[src/rtl/pattern_pwm_array_if.sv]
// Configuration write port of pattern_pwm_array: a strobed write into per-channel
// shadow registers, acknowledged one cycle later.
interface pattern_pwm_array_if #(
  parameter int PAT_W  = 32,
  parameter int DUTY_W = 8,
  parameter int GAP_W  = 16,
  parameter int NUM_W  = 8
);
  // Handshake: the master holds cfg_wr high for exactly one clock with the
  // payload stable in that clock; there is no back-pressure. The slave raises
  // cfg_ack for one clock on the following cycle, and only for a valid cfg_ch.
  logic              cfg_wr;
  logic [3:0]        cfg_ch;
  logic [DUTY_W-1:0] cfg_duty;
  logic [GAP_W-1:0]  cfg_gap;
  logic [NUM_W-1:0]  cfg_num;
  logic [PAT_W-1:0]  cfg_pat;
  logic              cfg_ack;

  modport master (
    output cfg_wr, cfg_ch, cfg_duty, cfg_gap, cfg_num, cfg_pat,
    input  cfg_ack
  );

  modport slave (
    input  cfg_wr, cfg_ch, cfg_duty, cfg_gap, cfg_num, cfg_pat,
    output cfg_ack
  );
endinterface

[src/rtl/pattern_pwm_array.sv]
// Multi-channel pattern PWM engine with glitch-free shadow-register commits.
// Optional PWM_SYNC_START_EN adds a sync_start input that gates every channel's start.
module pattern_pwm_array #(
  parameter int NUM_CH = 4,
  parameter int PAT_W  = 32,
  parameter int DUTY_W = 8,
  parameter int GAP_W  = 16,
  parameter int NUM_W  = 8
) (
  input  logic                  clk,
  input  logic                  rst,
  input  logic [NUM_CH-1:0]     ch_en,
`ifdef PWM_SYNC_START_EN
  input  logic                  sync_start,
`endif
  pattern_pwm_array_if.slave    cfg,
  output logic [NUM_CH-1:0]     pwm_out,
  output logic [NUM_CH-1:0]     busy,
  output logic [NUM_CH-1:0]     valid,
  output logic [2*NUM_CH-1:0]   ch_state
);

  localparam int IDX_W = (PAT_W > 1) ? $clog2(PAT_W) : 1;

  typedef enum logic [1:0] {
    S_IDLE = 2'd0,
    S_PAT  = 2'd1,
    S_GAP  = 2'd2,
    S_HOLD = 2'd3
  } state_t;

  logic [NUM_CH-1:0] ch_en_q;
  logic              ack_q;

  // Start is taken one edge after enable is first seen high, so PAT lands on edge n+1.
  always_ff @(posedge clk or posedge rst) begin
    if (rst) begin
      ch_en_q <= '0;
      ack_q   <= 1'b0;
    end else begin
      ch_en_q <= ch_en;
      ack_q   <= cfg.cfg_wr && ({1'b0, cfg.cfg_ch} < 5'(NUM_CH));
    end
  end

  assign cfg.cfg_ack = ack_q;

  for (genvar i = 0; i < NUM_CH; i++) begin : g_ch
    state_t            st_q, st_d;
    logic [DUTY_W-1:0] sh_duty_q, act_duty_q, act_duty_d;
    logic [GAP_W-1:0]  sh_gap_q, act_gap_q, act_gap_d;
    logic [NUM_W-1:0]  sh_num_q, act_num_q, act_num_d;
    logic [PAT_W-1:0]  sh_pat_q, shift_q, shift_d;
    logic [DUTY_W-1:0] bit_cnt_q, bit_cnt_d;
    logic [IDX_W-1:0]  bit_idx_q, bit_idx_d;
    logic [NUM_W-1:0]  rep_q, rep_d, rep_inc;
    logic [GAP_W-1:0]  gap_cnt_q, gap_cnt_d;
    logic              pwm_q, pwm_d;
    logic              valid_q, valid_d;
    logic              sel, start_ok, bit_last, pat_last, commit;

    assign sel = cfg.cfg_wr && (cfg.cfg_ch == 4'(i));

`ifdef PWM_SYNC_START_EN
    assign start_ok = ch_en[i] && ch_en_q[i] && sync_start;
`else
    assign start_ok = ch_en[i] && ch_en_q[i];
`endif

    always_ff @(posedge clk or posedge rst) begin
      if (rst) begin
        sh_duty_q <= '0;
        sh_gap_q  <= '0;
        sh_num_q  <= '0;
        sh_pat_q  <= '0;
      end else if (sel) begin
        sh_duty_q <= cfg.cfg_duty;
        sh_gap_q  <= cfg.cfg_gap;
        sh_num_q  <= cfg.cfg_num;
        sh_pat_q  <= cfg.cfg_pat;
      end
    end

    // Duty of 0 or 1 both give single-clock bits.
    assign bit_last = (act_duty_q <= DUTY_W'(1)) || (bit_cnt_q == act_duty_q - DUTY_W'(1));
    assign pat_last = (bit_idx_q == IDX_W'(PAT_W - 1));
    // Saturating repeat count: infinite runs never wrap back onto a finite match.
    assign rep_inc  = (&rep_q) ? rep_q : rep_q + NUM_W'(1);

    always_comb begin
      st_d       = st_q;
      act_duty_d = act_duty_q;
      act_gap_d  = act_gap_q;
      act_num_d  = act_num_q;
      shift_d    = shift_q;
      bit_cnt_d  = bit_cnt_q;
      bit_idx_d  = bit_idx_q;
      rep_d      = rep_q;
      gap_cnt_d  = gap_cnt_q;
      valid_d    = 1'b0;
      commit     = 1'b0;
      case (st_q)
        S_IDLE: begin
          if (start_ok) begin
            commit = 1'b1;
            rep_d  = '0;
            st_d   = S_PAT;
          end
        end
        S_PAT: begin
          if (!ch_en[i]) begin
            st_d = S_IDLE;
          end else if (!bit_last) begin
            bit_cnt_d = bit_cnt_q + DUTY_W'(1);
          end else begin
            bit_cnt_d = '0;
            shift_d   = shift_q << 1;
            if (!pat_last) begin
              bit_idx_d = bit_idx_q + IDX_W'(1);
            end else begin
              bit_idx_d = '0;
              rep_d     = rep_inc;
              if ((act_num_q != '0) && (rep_inc == act_num_q)) begin
                st_d    = S_HOLD;
                valid_d = 1'b1;
              end else if (act_gap_q != '0) begin
                st_d      = S_GAP;
                gap_cnt_d = '0;
              end else begin
                commit = 1'b1;
              end
            end
          end
        end
        S_GAP: begin
          if (!ch_en[i]) begin
            st_d = S_IDLE;
          end else if (gap_cnt_q == act_gap_q - GAP_W'(1)) begin
            commit = 1'b1;
            st_d   = S_PAT;
          end else begin
            gap_cnt_d = gap_cnt_q + GAP_W'(1);
          end
        end
        S_HOLD: begin
          if (!ch_en[i]) st_d = S_IDLE;
        end
        default: st_d = S_IDLE;
      endcase
      // A commit samples the shadow's pre-edge value, so a same-cycle write waits a boundary.
      if (commit) begin
        act_duty_d = sh_duty_q;
        act_gap_d  = sh_gap_q;
        act_num_d  = sh_num_q;
        shift_d    = sh_pat_q;
        bit_cnt_d  = '0;
        bit_idx_d  = '0;
      end
      pwm_d = (st_d == S_PAT) && shift_d[PAT_W-1];
    end

    always_ff @(posedge clk or posedge rst) begin
      if (rst) begin
        st_q       <= S_IDLE;
        act_duty_q <= '0;
        act_gap_q  <= '0;
        act_num_q  <= '0;
        shift_q    <= '0;
        bit_cnt_q  <= '0;
        bit_idx_q  <= '0;
        rep_q      <= '0;
        gap_cnt_q  <= '0;
        pwm_q      <= 1'b0;
        valid_q    <= 1'b0;
      end else begin
        st_q       <= st_d;
        act_duty_q <= act_duty_d;
        act_gap_q  <= act_gap_d;
        act_num_q  <= act_num_d;
        shift_q    <= shift_d;
        bit_cnt_q  <= bit_cnt_d;
        bit_idx_q  <= bit_idx_d;
        rep_q      <= rep_d;
        gap_cnt_q  <= gap_cnt_d;
        pwm_q      <= pwm_d;
        valid_q    <= valid_d;
      end
    end

    assign pwm_out[i]          = pwm_q;
    assign valid[i]            = valid_q;
    assign busy[i]             = (st_q == S_PAT) || (st_q == S_GAP);
    assign ch_state[2*i +: 2]  = st_q;
  end

endmodule

[src/flat_wrapper.sv]
// flat-port wrapper written by rule: the top's interface ports become plain ports
module pattern_pwm_array_flat 
#(
  parameter int NUM_CH = 4,
  parameter int PAT_W  = 32,
  parameter int DUTY_W = 8,
  parameter int GAP_W  = 16,
  parameter int NUM_W  = 8
)
  (clk, rst, ch_en, pwm_out, busy, valid, ch_state, cfg_cfg_wr, cfg_cfg_ch, cfg_cfg_duty, cfg_cfg_gap, cfg_cfg_num, cfg_cfg_pat, cfg_cfg_ack);
  pattern_pwm_array_if #(.PAT_W(PAT_W), .DUTY_W(DUTY_W), .GAP_W(GAP_W), .NUM_W(NUM_W)) cfg_i ();
  input  logic clk;
  input  logic rst;
  input  logic [NUM_CH-1:0] ch_en;
  output logic [NUM_CH-1:0] pwm_out;
  output logic [NUM_CH-1:0] busy;
  output logic [NUM_CH-1:0] valid;
  output logic [2*NUM_CH-1:0] ch_state;
  input wire logic [$bits(cfg_i.cfg_wr)-1:0] cfg_cfg_wr;
  input wire logic [$bits(cfg_i.cfg_ch)-1:0] cfg_cfg_ch;
  input wire logic [$bits(cfg_i.cfg_duty)-1:0] cfg_cfg_duty;
  input wire logic [$bits(cfg_i.cfg_gap)-1:0] cfg_cfg_gap;
  input wire logic [$bits(cfg_i.cfg_num)-1:0] cfg_cfg_num;
  input wire logic [$bits(cfg_i.cfg_pat)-1:0] cfg_cfg_pat;
  output wire logic [$bits(cfg_i.cfg_ack)-1:0] cfg_cfg_ack;
  assign cfg_i.cfg_wr = cfg_cfg_wr;
  assign cfg_i.cfg_ch = cfg_cfg_ch;
  assign cfg_i.cfg_duty = cfg_cfg_duty;
  assign cfg_i.cfg_gap = cfg_cfg_gap;
  assign cfg_i.cfg_num = cfg_cfg_num;
  assign cfg_i.cfg_pat = cfg_cfg_pat;
  assign cfg_cfg_ack = cfg_i.cfg_ack;
  pattern_pwm_array #(.NUM_CH(NUM_CH), .PAT_W(PAT_W), .DUTY_W(DUTY_W), .GAP_W(GAP_W), .NUM_W(NUM_W)) u_core (.clk(clk), .rst(rst), .ch_en(ch_en), .cfg(cfg_i), .pwm_out(pwm_out), .busy(busy), .valid(valid), .ch_state(ch_state));
endmodule
[config.mk]
export PLATFORM = sky130hd
export DESIGN_NAME = pattern_pwm_array_flat
export DESIGN_NICKNAME = d
export VERILOG_FILES = /design/src/rtl/pattern_pwm_array_if.sv /design/src/rtl/pattern_pwm_array.sv /design/src/flat_wrapper.sv
export SDC_FILE = /design/constraint.sdc
export NUM_CORES = 2
export LEC_CHECK = 0
export CAP_MARGIN = 10
export CORE_MARGIN = 4
export CORE_UTILIZATION = 50
export DETAILED_ROUTE_END_ITERATION = 16
export HOLD_SLACK_MARGIN = 0.06
export PLACE_DENSITY = 0.67
export SLEW_MARGIN = 20
export SYNTH_ARGS = -nofsm -noshare
export SYNTH_HDL_FRONTEND = slang
export SYNTH_SLANG_ARGS = --single-unit
[constraint.sdc]
create_clock -name clk -period 28.9 [get_ports clk]
set_input_delay 7.225 -clock clk [delete_from_list [all_inputs] [get_ports clk]]
set_output_delay 7.225 -clock clk [all_outputs]
set_load 0.1 [all_outputs]
## Word level (Yosys, flattened, before mapping)

Index checks and enable logic that the tools add are counted.

| word-level totals | value |
|---|---|
| flip-flop bits (word level) | 681 |
| input bits | 75 |
| output and inout bits | 21 |
| logic and storage cells | 444 |

| cells by class | value |
|---|---|
| add/sub/neg operators | 24 |
| magnitude comparators | 5 |
| equality and inequality tests | 67 |
| muxes and demuxes | 204 |
| reduce and logical (&&, ||, !) cells | 78 |

Operators with widths:

| operator | number |
|---|---|
| 32-bit two-way mux | 16 |
| 16-bit two-way mux | 28 |
| 8-bit two-way mux | 36 |
| 16-bit case mux with 2 select lines | 4 |
| 5-bit two-way mux | 20 |
| 2-bit two-way mux | 36 |
| 16-bit by 1-bit adder with 16-bit output (second input constant) | 4 |
| 8-bit by 1-bit adder with 8-bit output (second input constant) | 8 |
| 16-bit == test | 4 |
| 8-bit == test | 8 |
| 8-bit case mux with 2 select lines | 4 |
| 8-bit AND reduction | 8 |
| 16-bit nonzero test | 4 |
| 16-bit by 1-bit subtractor with 16-bit output (second input constant) | 4 |
| 1-bit two-way mux | 52 |
| 2-bit nonzero test | 20 |
| 8-bit by 1-bit <= comparator with 1-bit output (second input constant) | 4 |
| 2-bit by 1-bit != test with 1-bit output (second input constant) | 16 |
| 2-bit != test (second input constant) | 16 |
| 2-bit case mux with 4 select lines | 4 |
| 8-bit nonzero test | 4 |
| 8-bit by 1-bit subtractor with 8-bit output (second input constant) | 4 |
| 5-bit by 1-bit adder with 5-bit output (second input constant) | 4 |
| 5-bit == test (second input constant) | 4 |
| 13 further kinds | 66 |

## Logic depth before layout (Yosys ltp)

| logic depth | value |
|---|---|
| word-level depth | 11 |
| mapped depth | 15 |
| mapped depth without buffers | 11 |

## Worst setup path after synthesis

Ideal clock, no wire load.

| timing | value |
|---|---|
| path type | flip-flop to output port |
| start | reg u_core.g_ch[2].st_q[0] |
| end | out busy[2] |
| arrival time | 2159 ps |
| required time | 21675 ps |
| setup slack | 19516 ps |
| stages on the path, launching flop included | 3 |
| buffers on the path | 0 |
| path through | dfrtp_1 inv_1 ha_1 |

| between the ends | value |
|---|---|
| word-level cells in the longest chain between the ends | 2 |
| elaborated cells between the ends (all ways) | 3 |
| those cells by class | 2 x eq/ne; 1 x reduce/logical |

RTL lines:

| what | RTL line | RTL |
|---|---|---|
| from (decl) | pattern_pwm_array.sv:49 | `state_t st_q, st_d;` |
| from (signal assigned) | pattern_pwm_array.sv:176 | `st_q <= st_d;` |
| 2-bit by 1-bit == test with 1-bit output or 2-bit == test (tied branches) | pattern_pwm_array.sv:192 | `assign busy[i] = (st_q == S_PAT) \|\| (st_q == S_GAP);` |
| 1-bit logical OR (*) | pattern_pwm_array.sv:192 |  |
| to (decl) | flat_wrapper.sv:16 | `output logic [NUM_CH-1:0] busy;` |

Every way passes the cells marked *; elsewhere a longest branch is shown, timed or not.

==> metrics <==
Fin. Hold Viols 0; Comb power frac 28.6%; reported net switching power 1.20 mW; vias in the first global route 25408; via count 25633; fmax 97.5 MHz; area grow syn2layout 12.6%; Die Wd 272 um; Critical Path RT 29.58 ns; crit start category primary input; most frequent CP cell buf_4; power per cell area 90.9 mW/mm2; crit path cell chain clkdlybuf4s50_1 > inv_8 > buf_4 > buf_4 > buf_4; Worst VDD drop 0.0000551 V; CTS Sinks 681; clock network fraction of total power 29.0%; status completed; Final Cycle Share 35.5%; Max Root-Sink Buffers 3; Final Skew 0.0213 ns; drt first pass iters 5; critical path class in -> async; met2 usage 37.3%; Worst Path Arrival 10.93 ns; actual slew at the worst max-slew pin 1.12 ns; TNS Setup 0 ns; Final #Nets 3390; CP max-delay cell buf_4; Post CTS Setup Buffer Count 0; Avg Cell Area, Syn 10.7 um2; MaxCap Viol Count 0; core region area 0.0687 mm2; switching share of power 33.9%; largest net degree at the start of global routing 133; dpl hpwl 57600 um; Post-synth EDFFs 0; most common flop cell mapped by yosys dfrtp_1; global routing usage on met3 3.71%; gp weighted congestion 0.896; drt total wl 85800 um; drt wl/cell 20.1 um; synthesized flop and latch total 681; Via density 6.02; asr flop ratio synth 100%; die area 0.0738 mm2; fin. max-slew vios 0; initial core utilization 50.6%; CP peak stage delay 0.83 ns; Mapped Cells 3255; antenna violations before repair 5; Tot GR Track Use 22.9%; Initial DRC Count 2263; Top Usage Layer GRT met2; number of setup violations in the final report 0; num ports 96; CP Max Fanout 132; drt drc 0; DRT antenna net count 0; sequential group share of total power 42.4%; grt total ovfl 0; cell family contributing the most delay on the critical path buffers and inverters; clock root buffer clkbuf_16; Site Rows 96; commonest non-fill, non-tap cell in the layout dfrtp_1; Post-Syn Area 0.0347 mm2; unrepaired setup endpoints after global routing no; DIE HEIGHT 272 um; Internal 2.35 mW; cts repair resizes 0; IO buf count 95; Yosys warning total 0; Crit. End Element async pin; Worst-path clk slew 0.06 ns; Clock Latency Late Sink 0.63 ns; share of layout cells above drive strength 1 19.4%; CTS Hold Bufs 0; WP buf/inv 5; Mapped Nets 3378; commonest cells after routing, fill and taps aside dfrtp_1 (681), mux2_2 (437), nand2_1 (278); clock buffer count from CTS 75; first-pass GRT wire length 137000 um; Filler cells 5793; Rel. slew slack 24.8%; Worst Hold Class reg -> reg; synth unique cells 94; Seq/Total Area, Yosys 49.1%; Layout Utilization 56.9%; Tmin final 10.25 ns; leakage power 16.3 nW; H-Tree Depth 3; TritonCTS clock tree built; met1 usage 31.4%
## per-stage QoR
stage	setup slack, ns	cells	hold WS (ns)	power [mW]	area (um2)
final	18.65	4260	0.476	3.56	39100
after global placement	17.93	4120	0.460	2.47	36400
after detailed placement	17.81	4121	0.465	2.53	36400
after CTS	18.49	4259	0.482	3.58	39100
after floorplan	2.58	3255	0.444	2.26	34700
after global routing	18.03	4259	0.509	3.77	39100
## per-layer routing
metal | wire length [um] | share of wire, %
met2 | 40600 | 47
met1 | 37900 | 44
met5 | 23 | 0.027
met4 | 2860 | 3.3
met3 | 4410 | 5.1
## path summary, 6_finish.rpt
check / slack [ns] / cells after the start / start / to
setup reg to reg: 23.75 / 11 / u_core.g_ch[1].rep_q[0] / u_core.g_ch[1].act_gap_q[4]
setup / recovery: 18.65 / 5 / rst / u_core.g_ch[0].gap_cnt_q[1]
hold reg to reg: 0.48 / 2 / u_core.g_ch[2].sh_duty_q[1] / u_core.g_ch[2].act_duty_q[1]
max in group clk: 18.88 / 7 / ch_en[2] / u_core.g_ch[2].pwm_q
hold / removal: 0.48 / 2 / u_core.g_ch[2].sh_duty_q[1] / u_core.g_ch[2].act_duty_q[1]
min in group asynchronous: 7.21 / 2 / rst / u_core.g_ch[3].shift_q[12]
## power by group through the flow
stage,clock (mW),sequential (mW),combinational [mW]
finish,1.03,1.51,1.02
global route,1.09,1.55,1.13
CTS,1.06,1.50,1.02
detailed placement,0,1.52,1.01
global placement,0,1.50,0.969
floorplan,0,1.44,0.814
## cells by family after synthesis
family,synth area share (%)
and+or+nand+nor,13.0
AOI/OAI and AO/OA,13.3
DFF,49.1
muxes,16.1
buffers and inverters,3.34
xor gates and xnor gates,3.49
adders and majority gates,1.73
## synthesized netlist by cell type (22+ instances only)
library cell	count	area (um2)
a21oi_1	171	856
a31oi_1	61	382
and3_1	54	338
buf_2	26	130
clkbuf_1	141	529
dfrtp_1	681	17000
ha_1	48	601
inv_1	100	375
mux2_2	437	4920
mux2i_1	66	661
nand2_1	280	1050
nand2b_1	22	138
nand3_1	77	385
nand4_1	33	206
nor2_1	133	499
nor3_1	60	300
nor4_1	47	294
o2111a_1	31	349
o21ai_0	227	1140
o31ai_1	33	248
or3_1	36	225
xnor2_1	81	709
xor2_1	55	482
## worst min-delay path, stage by stage (launching register included)
cell and delay, ns:
dfrtp_1 0.34, nand2_1 0.04, o21ai_0 0.06
## state kept, by name, summed over array words and instances (netlist names), 32 cells and up
register and flops:
u_core.g_ch.sh_num_q 32, u_core.g_ch.shift_q 128, u_core.g_ch.bit_cnt_q 32, u_core.g_ch.act_duty_q 32, u_core.g_ch.sh_gap_q 64, u_core.g_ch.gap_cnt_q 64, u_core.g_ch.sh_pat_q 128, u_core.g_ch.rep_q 32
u_core.g_ch.sh_duty_q 32, u_core.g_ch.act_gap_q 64, u_core.g_ch.act_num_q 32
## final cells by class
cell class / instances / area [um2] / share of cell area, %
multi-input cells: 2288 / 16700 / 42.6
well taps: 931 / 1160 / 2.98
clock inverters: 28 / 464 / 1.19
repair buffers: 120 / 1160 / 2.97
diodes: 1 / 2.50 / 0.00640
clock buffers: 110 / 2230 / 5.71
inverters: 101 / 387 / 0.988
flip-flops and latches: 681 / 17000 / 43.6
Note: power is estimated with default switching activity, not from simulation.
